## config.mk

```make
export PLATFORM = sky130hd
export DESIGN_NAME = btn_cmd_queue
export DESIGN_NICKNAME = d
export VERILOG_FILES = /design/src/rtl/btn_cmd_queue.sv
export SDC_FILE = /design/constraint.sdc
export NUM_CORES = 1
export LEC_CHECK = 0
export ABC_AREA = 0
export BUFFER_PORTS_ARGS = -buffer_cell sky130_fd_sc_hd__buf_2
export CORE_AREA = 2 2 56 58
export CTS_CLUSTER_DIAMETER = 50
export DETAILED_ROUTE_END_ITERATION = 10
export DIE_AREA = 0 0 58 60
export PLACE_DENSITY = 0.7
export SLEW_MARGIN = 20
export SYNTH_ARGS = -nofsm -noshare
export SYNTH_HDL_FRONTEND = slang
export SYNTH_SLANG_ARGS = --single-unit
export TNS_END_PERCENT = 20
```

## constraint.sdc

```tcl
create_clock -name i_clock -period 2 [get_ports i_clock]
set_clock_uncertainty 0.05 [all_clocks]
set_input_delay 0.1 -clock i_clock [delete_from_list [all_inputs] [get_ports i_clock]]
set_output_delay 0.1 -clock i_clock [all_outputs]
set_load 0.05 [all_outputs]
```

## src/rtl/btn_cmd_queue.sv

```systemverilog
// Button front end: synchronise, debounce and edge-detect N raw buttons, then
// queue each accepted press as a button index for the game core to pop per step.
module btn_cmd_queue #(
  parameter int unsigned N_BTN           = 4,
  parameter int unsigned DEBOUNCE_CYCLES = 4,
  parameter int unsigned FIFO_DEPTH      = 2,
  parameter int unsigned REPEAT_FILTER   = 1
) (
  input  logic                                       i_clock,
  input  logic                                       i_reset,
  input  logic [N_BTN-1:0]                           i_btn,
  input  logic                                       i_ready,
  output logic                                       o_valid,
  output logic [((N_BTN > 1) ? $clog2(N_BTN) : 1)-1:0] o_cmd,
  output logic [N_BTN-1:0]                           o_level,
  output logic [$clog2(FIFO_DEPTH):0]                o_count,
  output logic                                       o_drop
);

  localparam int unsigned IW = (N_BTN > 1) ? $clog2(N_BTN) : 1;
  localparam int unsigned CW = (DEBOUNCE_CYCLES > 1) ? $clog2(DEBOUNCE_CYCLES) : 1;
  localparam int unsigned AW = $clog2(FIFO_DEPTH);
  localparam int unsigned PW = AW + 1;
  localparam logic [CW-1:0] CNT_LAST = CW'(DEBOUNCE_CYCLES - 1);

  logic [N_BTN-1:0] s1;
  logic [N_BTN-1:0] s2;
  logic [N_BTN-1:0] stable;
  logic [CW-1:0]    cnt [N_BTN];
  logic [N_BTN-1:0] flip;
  logic [N_BTN-1:0] press;

  logic [IW-1:0]    mem [FIFO_DEPTH];
  logic [PW-1:0]    wptr;
  logic [PW-1:0]    rptr;
  logic [IW-1:0]    last_idx;

  logic [IW-1:0]    cand_idx;
  logic             have_cand;
  logic             multi;
  logic [PW-1:0]    count;
  logic [PW-1:0]    count_after;
  logic             empty;
  logic             full;
  logic             pop;
  logic             repeat_hit;
  logic             reject;
  logic             push;
  logic             drop_c;

  // Per-channel debounce completion; a press is a completion towards level 1.
  always_comb begin
    flip = '0;
    for (int i = 0; i < int'(N_BTN); i++) begin
      flip[i] = (s2[i] != stable[i]) && (cnt[i] == CNT_LAST);
    end
    press = flip & s2;
  end

  // Two-flop synchroniser and debounce counters.
  always_ff @(posedge i_clock or posedge i_reset) begin
    if (i_reset) begin
      s1     <= '0;
      s2     <= '0;
      stable <= '0;
      for (int i = 0; i < int'(N_BTN); i++) cnt[i] <= '0;
    end else begin
      s1 <= i_btn;
      s2 <= s1;
      for (int i = 0; i < int'(N_BTN); i++) begin
        if (s2[i] == stable[i]) begin
          cnt[i] <= '0;
        end else if (flip[i]) begin
          stable[i] <= s2[i];
          cnt[i]    <= '0;
        end else begin
          cnt[i] <= cnt[i] + CW'(1);
        end
      end
    end
  end

  // Pick the lowest-index press and decide whether it is queued or dropped.
  always_comb begin
    cand_idx = '0;
    for (int i = int'(N_BTN) - 1; i >= 0; i--) begin
      if (press[i]) cand_idx = IW'(i);
    end
    have_cand   = |press;
    multi       = |(press & (press - N_BTN'(1)));
    count       = wptr - rptr;
    empty       = (count == '0);
    full        = (count == PW'(FIFO_DEPTH));
    pop         = !empty && i_ready;
    count_after = count - PW'(pop);
    repeat_hit  = (REPEAT_FILTER != 0) && (count_after != '0) && (cand_idx == last_idx);
    reject      = (full && !pop) || repeat_hit;
    push        = have_cand && !reject;
    drop_c      = multi || (have_cand && reject);
  end

  // Queue pointers, last-pushed index and drop pulse.
  always_ff @(posedge i_clock or posedge i_reset) begin
    if (i_reset) begin
      wptr     <= '0;
      rptr     <= '0;
      last_idx <= '0;
      o_drop   <= 1'b0;
    end else begin
      o_drop <= drop_c;
      if (pop) rptr <= rptr + PW'(1);
      if (push) begin
        wptr     <= wptr + PW'(1);
        last_idx <= cand_idx;
      end
    end
  end

  // Queue storage; contents are only visible through the pointers.
  always_ff @(posedge i_clock) begin
    if (push) mem[wptr[AW-1:0]] <= cand_idx;
  end

  assign o_valid = !empty;
  assign o_count = count;
  assign o_level = stable;
  assign o_cmd   = empty ? '0 : mem[rptr[AW-1:0]];

endmodule

```

==> results of run 1 <==
## worst max-delay path: stages (launching register included)
cell	delay, ns
dfrtp_1	0.40
inv_4	0.10
ha_4	0.13
xnor3_1	0.24
o21ai_2	0.11
nand2_2	0.10
o31ai_4	0.32
a21oi_2	0.09
mux2_4	0.31
## Yosys cell counts, types with 2 or more instances
cell / count / area, um2
nor4_1: 3 / 18.8
nand2_1: 3 / 11.3
edfxtp_1: 4 / 120
mux2_2: 4 / 45.0
nor3_1: 6 / 30.0
a21oi_1: 2 / 10.0
and3b_1: 4 / 35.0
o21ai_1: 2 / 10.0
nor2_1: 6 / 22.5
nand3b_1: 3 / 22.5
xnor2_1: 7 / 61.3
inv_1: 5 / 18.8
ha_1: 5 / 62.6
nor2b_1: 4 / 25.0
dfrtp_1: 27 / 676
mux2i_1: 2 / 20.0
## kinds of logic (layout without fill, tap and decap cells)
group                    after synthesis  count (layout)
AO/OA/AOI/OAI                         13              13
flip-flops                            31              31
multiplexers                           7               7
AND/OR/NAND/NOR                       33              33
XOR/XNOR                               9               9
adder cells (fa/ha/maj)                5               5
buffers and inverters                  7              49
## stage by stage
step	hold slack, ns	area (um2)	setup TNS [ns]	setup WS (ns)	util, %
CTS	0.000219	1690	0	0.00149	58.1
floorplan	0.0814	1380	-0.345	-0.0827	-
global route	0.0370	1770	-0.126	-0.0345	61.1
detailed placement	0.125	1540	-0.0143	-0.00717	53.1
global placement	0.119	1540	0	0.00892	53.1
finish	0.00921	1770	0	0.0353	61.1
## per-layer routing
metal	part of all wire [%]	up-vias
met5	0	-
met4	1.7	0
met3	4.7	5
met2	52	20
met1	41	440
li1	-	455
## final cells by class
type	count	share of cell area, %
flip-flops and latches	31	45.1
multi-input cells	67	33.4
clock buffers	8	3.88
inverters	5	1.41
well taps	33	2.33
repair buffers	36	13.9
## placed cells by master (no fill, tap or decap), types with 5 or more instances in the layout
| cell type | instances |
|---|---|
| dfrtp_1 | 23 |
| buf_2 | 16 |
| dlygate4sd3_1 | 5 |
| xnor2_1 | 7 |
| clkbuf_4 | 5 |
| nor3_1 | 6 |
| buf_4 | 14 |
| nor2_1 | 6 |
## final timing paths
check | slack [ns] | to | start
min reg2reg | 0.31 | s2[0]$_DFF_PP0_ | s1[0]$_DFF_PP0_
min in group asynchronous | 0.31 | cnt[2]$_DFF_PP0_ | i_reset
max | 0.04 | last_idx[0]$_DFFE_PP0P_ | wptr[0]$_DFFE_PP0P_
min | 0.009 | rptr[0]$_DFFE_PP0P_ | i_ready
max reg2reg | 0.04 | last_idx[0]$_DFFE_PP0P_ | wptr[0]$_DFFE_PP0P_
max in group asynchronous | 1.32 | o_level[1]$_DFFE_PP0P_ | i_reset
## registers in the layout (all words and copies together), names as in the netlist, 2 cells and up
signal / count
cnt: 8
mem: 4
o_level: 4
s1: 4
s2: 4
last_idx: 2
rptr: 2
wptr: 2
## repair_timing
action                                 4_1_cts  5_1_grt
endpoints found under the hold margin       31        0
gates resized for setup                      4       10
hold buffers                                 5        0
buffers inserted                             2        7
setup endpoints to repair                    5        9
pin swaps                                    1        6
==> flow_summary.ini, run 1 <==
[logic_synthesis]
synthMuxAreaShare_pct = 5.89
synthSimpleGateAreaFrac_pct = 14.0
synth-edff-count = 4
synth_top_family_by_area = simple AND/OR/NAND/NOR gates
synth-seq-cells = 31
synthesis.nets = 117
synthCells = 105
synth-xor-area-share_pct = 6.81
yosysSeqAreaShare_pct = 58.6
synth_compound_area_share_pct = 8.10
avgSynthCellArea_um2 = 12.9
synth_ff_type = dfrtp_1
async_reset_ff_share_pct = 87.1
synth_adder_area_share_pct = 4.60
synth_area_mm2 = 0.00136
synth_warnings = 0
yosysUniqueCellTypes = 34

[clocking]
clk_latency_ns = 0.33
cts_htree_levels = 2
tritoncts = built
clkSinkCount = 31
cts-buffers-inserted = 5
clock_path_buffers = 2
clk_root_buffer_cell = clkbuf_4
clk_pin_slew_worst_paths_ns = 0.09

[placement]
dpl.hpwl_mm = 1.58
port-buffer-count = 16
place_congestion = 0.807
placedCellCount = 158

[floorplan]
fp.dieH_um = 60
start_util_pct = 46.8
die-area_mm2 = 0.00348
die_x_um = 58
rows = 20
pin_count = 17
coreArea_mm2 = 0.00290

[critical_path]
cp-start-kind = register
endpoint_kind = register
crit_arrival_ns = 2.14
critPathKind = register to register
crit_required_ns = 2.17
r2r_cells = 8
cp_max_fo = 4

[route]
num_vias = 920
drc = 0
post_drt_via_cell_ratio = 5.11
drt_pass1_iterations = 5
wirelength_mm = 2.31
post_drt_wl_per_cell_um = 12.9
final_antenna_net_count = 0
drt_iter0_drc = 11

[final_layout]
seqCellArea_um2 = 801
final_cells = 180
fin_nets = 158
multi_input_area_um2 = 592
layout-drive-gt1-share_pct = 44.9
syn_to_final_growth_pct = 30.6
diodes = 0
final.fill_count = 214

[sta]
slew_viol_final = 0
period_needed_ns = 1.96
relSlewSlack_pct = 74.5
hold_violations = 0
tightestPinTransition_ns = 0.382
clock.fmax_mhz = 509
setup_viol = 0
fin_crit_sh_pct = 98.2

[grt]
grt_max_degree = 28
grt_use_met2_pct = 26.1
grt_pass1_wl_mm = 3.99
grtUsageMet3_pct = 4.76
antenna_found_initial = 0
grt_use_total_pct = 15.9
grt_overflow_total = 0
grt_pass1_vias = 917
met1_usage_pct = 17.7
busiest_layer = met2

[min_path]
hold_path.class = primary input to register
worstHoldPathCells = 3

[run_status]
status = finished clean

[run]
drv_cap = 0
Power of run 1 is left out: the tool's default activity adds up to more than one toggle a clock period on the data nets, which glitch-free logic cannot reach.
==> run 2, diff against run 1 <==
Settings changed: CORE_AREA 2 2 56 58 to 2 2 53 67, DIE_AREA 0 0 58 60 to 0 0 55 69, PLACE_DENSITY 0.7 to default.
==> flow_summary.ini, run 2 (synthesis gave the netlist of run 1 again) <==
[sta]
tightestPinTransition_ns = 0.341
setup_viol = 2
layout_setup_ws_ns = -0.0271
hold_slack_ns = 0.0626
relSlewSlack_pct = 77.3
rsz0062_at_grt = yes
fin_crit_sh_pct = 101
slew_viol_final = 0
clock.fmax_mhz = 493
period_needed_ns = 2.03
hold_violations = 0

[route]
drt_iter0_drc = 7
num_vias = 937
wirelength_mm = 2.40
post_drt_wl_per_cell_um = 13.3
drc = 0
drt_pass1_iterations = 4
post_drt_via_cell_ratio = 5.21
final_antenna_net_count = 0

[critical_path]
crit_family = simple AND/OR/NAND/NOR gates
path_cells = ha_2 > and3b_2 > nand3b_1 > o311a_4 > o31ai_4 > buf_6 > o41ai_2 > nor3_1
critPathSlowestCell = dfrtp_1
cp_max_fo = 5
cp-start-kind = register
critPathKind = register to register
crit_arrival_ns = 2.17
endpoint_kind = register
reg2reg_setup_slack_ns = -0.03
critPathBufInv = 1
crit_required_ns = 2.14
critPathMaxStageDelay_ns = 0.39

[clocking]
cts_htree_levels = 2
clock_path_buffers = 2
cts-buffers-inserted = 5
clk_pin_slew_worst_paths_ns = 0.07
clkSinkCount = 31
tritoncts = built
clk_root_buffer_cell = clkbuf_8
clk_latency_ns = 0.28

[final_layout]
largest_reg_flops = 8
diodes = 0
final_cell_mix = dfrtp_1, buf_2, buf_4
top_register = cnt
final_common_cell = dfrtp_1
fin_nets = 154
layout-drive-gt1-share_pct = 42.0
syn_to_final_growth_pct = 32.2
seqCellArea_um2 = 801
multi_input_area_um2 = 593
final.fill_count = 279

[floorplan]
start_util_pct = 42.9
fp.dieH_um = 69
coreArea_mm2 = 0.00317
rows = 23
pin_count = 17
die_x_um = 55
die-area_mm2 = 0.00380

[min_path]
hold_path.class = primary input to register

[placement]
dpl.hpwl_mm = 1.68
port-buffer-count = 16
place_congestion = 0.869

[grt]
grt_overflow_total = 0
antenna_found_initial = 0
grt_use_total_pct = 14.5
grt_pass1_vias = 931
grt_pass1_wl_mm = 3.89
grt_max_degree = 28

[run_status]
status = finished with violations
violations = negative setup slack

[run]
drv_cap = 0
## run 2: cell count changes in the layout (fill, tap and decap cells not counted), sizes merged
cell and delta:
buf -4, clkbuf -2, bufinv +1, clkinv +1
## run 2: worst min-delay path: stages
cell	delay (ns)
buf_2	0.12
nand2_1	0.07
xnor2_1	0.06
## run 2: metal layers
layer,track usage [%],wire (um),vias up
met5,0,0,-
met2,22.2,1190,32
met4,8.94,61,0
met1,15.8,1030,454
li1,-,-,447
met3,6.06,120,4
## run 2: what timing repair did
action | 4_1_cts | 5_1_grt
endpoints found under the setup margin | 3 | 8
hold buffers | 5 | 0
setup buffers | 0 | 1
pin swaps | 0 | 6
endpoints found under the hold margin | 31 | 0
resized for setup | 0 | 10
## run 2: path summary, 6_finish.rpt
path	from	endpoint	cells after the start
hold / removal	i_ready	rptr[0]$_DFFE_PP0P_	3
setup / recovery	cnt[2]$_DFF_PP0_	o_drop$_DFF_PP0_	8
min in group asynchronous	i_reset	s1[2]$_DFF_PP0_	4
max in group asynchronous	i_reset	rptr[0]$_DFFE_PP0P_	4
setup reg to reg	cnt[2]$_DFF_PP0_	o_drop$_DFF_PP0_	8
hold reg to reg	s1[1]$_DFF_PP0_	s2[1]$_DFF_PP0_	0
## run 2: stage by stage
stage / setup TNS [ns] / instance area (um2) / utilization (%) / setup WS (ns) / instances
after global placement: 0 / 1580 / 49.8 / 0.0328 / 166
after detailed placement: 0 / 1580 / 49.8 / 0.00842 / 166
after CTS: -0.00894 / 1740 / 55.1 / -0.00306 / 179
after global routing: -0.621 / 1800 / 56.8 / -0.121 / 180
after floorplan: -0.345 / 1380 / - / -0.0827 / 105
final: -0.0467 / 1800 / 56.8 / -0.0271 / 180
## run 2: area by class of cell
| cell class | instances | share of cell area, % |
|---|---|---|
| flip-flops and latches | 31 | 44.6 |
| multi-input cells | 67 | 33.0 |
| repair buffers | 32 | 12.0 |
| clock buffers | 6 | 4.60 |
| well taps | 37 | 2.58 |
| clock inverters | 2 | 1.95 |
| inverters | 5 | 1.25 |
Power of run 2 is left out for the same reason.
==> run 3, diff against run 2 <==
Settings changed: CAP_MARGIN from default to 5, REMOVE_ABC_BUFFERS from default to 1.
==> flow_summary.ini, run 3 (synthesis gave the netlist of run 1 again) <==
[sta]
period_needed_ns = 2.04
clock.fmax_mhz = 490
relSlewSlack_pct = 74.9
slew_viol_final = 0
rsz0062_at_grt = yes
tightestPinTransition_ns = 0.375
fin_crit_sh_pct = 102
hold_slack_ns = 0.0853
layout_setup_ws_ns = -0.0414
hold_violations = 0
setup_viol = 3

[final_layout]
top_register = cnt
final_common_cell = dfrtp_1
syn_to_final_growth_pct = 36.4
final_cell_mix = dfrtp_1, buf_4, buf_2
largest_reg_flops = 8
layout-drive-gt1-share_pct = 41.6
postLayoutCellArea_mm2 = 0.00185
final_cells = 191
fin_nets = 165
final.fill_count = 271
diodes = 0

[floorplan]
start_util_pct = 42.9
rows = 23
fp.dieH_um = 69
coreArea_mm2 = 0.00317
die_x_um = 55
pin_count = 17
die-area_mm2 = 0.00380

[clocking]
cts-buffers-inserted = 5
clkSinkCount = 31
clock_path_buffers = 2
clk_pin_slew_worst_paths_ns = 0.06
clk_latency_ns = 0.28
clk_root_buffer_cell = clkbuf_8
cts_htree_levels = 2
tritoncts = built

[grt]
grt_use_total_pct = 15.4
met1_usage_pct = 13.6
grt_max_degree = 28
grtUsageMet3_pct = 5.19
grt_use_met2_pct = 27.0
grt_overflow_total = 0
busiest_layer = met2
grt_pass1_vias = 1027
grt_pass1_wl_mm = 4.11
antenna_found_initial = 0

[critical_path]
endpoint_kind = register
reg2reg_setup_slack_ns = -0.04
critPathKind = register to register
crit_required_ns = 2.11
cp_max_fo = 3
cp-start-kind = register
crit_arrival_ns = 2.15

[route]
final_antenna_net_count = 0
wirelength_mm = 2.46
num_vias = 959
post_drt_wl_per_cell_um = 12.9
drt_iter0_drc = 7
drt_pass1_iterations = 4
drc = 0
post_drt_via_cell_ratio = 5.02

[run]
drv_cap = 0

[placement]
place_congestion = 0.921
place_area_mm2 = 0.00160
dpl.hpwl_mm = 1.81
placedCellCount = 173
port-buffer-count = 16

[min_path]
hold_path.class = primary input to register

[run_status]
status = finished with violations
violations = negative setup slack
-- run 3: critical path: stages (launching register included) --
cell,delay [ns]
dfrtp_1,0.38
ha_2,0.19
and3b_2,0.20
buf_4,0.14
nor4_2,0.31
o21ai_2,0.15
o31ai_4,0.11
a21oi_2,0.10
mux2_4,0.31
-- run 3: timing repair --
item | CTS | global route
setup buffers | 3 | 2
hold buffers | 5 | 0
endpoints found under the hold margin | 31 | 0
resized for setup | 8 | 7
setup endpoints to repair | 7 | 9
pin swaps | 2 | 5
-- run 3: area by class of cell --
class	count	area [um2]	share of cell area, %
Inverter	5	18.8	1.01
Sequential cell	31	796	42.9
Clock buffer	8	100	5.40
Timing Repair Buffer	43	302	16.3
Tap cell	37	46.3	2.50
Multi-Input combinational cell	67	591	31.9
-- run 3: per-stage QoR --
stage / util, % / TNS (ns) / setup slack [ns]
after floorplan: - / -2.26 / -0.311
after global placement: 50.7 / -0.0123 / -0.0123
after detailed placement: 50.7 / -0.138 / -0.0532
after CTS: 57.2 / 0 / 0.00657
after global routing: 58.5 / -0.435 / -0.0908
final: 58.5 / -0.101 / -0.0414
-- run 3: path summary, 6_finish.rpt --
kind	start	end	cells after the start
worst max-delay path	cnt[3]$_DFF_PP0_	last_idx[0]$_DFFE_PP0P_	8
worst min-delay path	i_ready	rptr[0]$_DFFE_PP0P_	3
worst max register to register	cnt[3]$_DFF_PP0_	last_idx[0]$_DFFE_PP0P_	8
worst min register to register	s1[0]$_DFF_PP0_	s2[0]$_DFF_PP0_	0
max in group asynchronous	i_reset	wptr[0]$_DFFE_PP0P_	4
min in group asynchronous	i_reset	o_level[0]$_DFFE_PP0P_	4
-- run 3: per-layer routing --
metal / wire length, um / vias up / part of all wire, %
met5: 0 / - / 0
met4: 98 / 0 / 4.0
met3: 101 / 7 / 4.1
met2: 1320 / 19 / 54
met1: 940 / 464 / 38
li1: - / 469 / -
Power of run 3 is left out for the same reason.
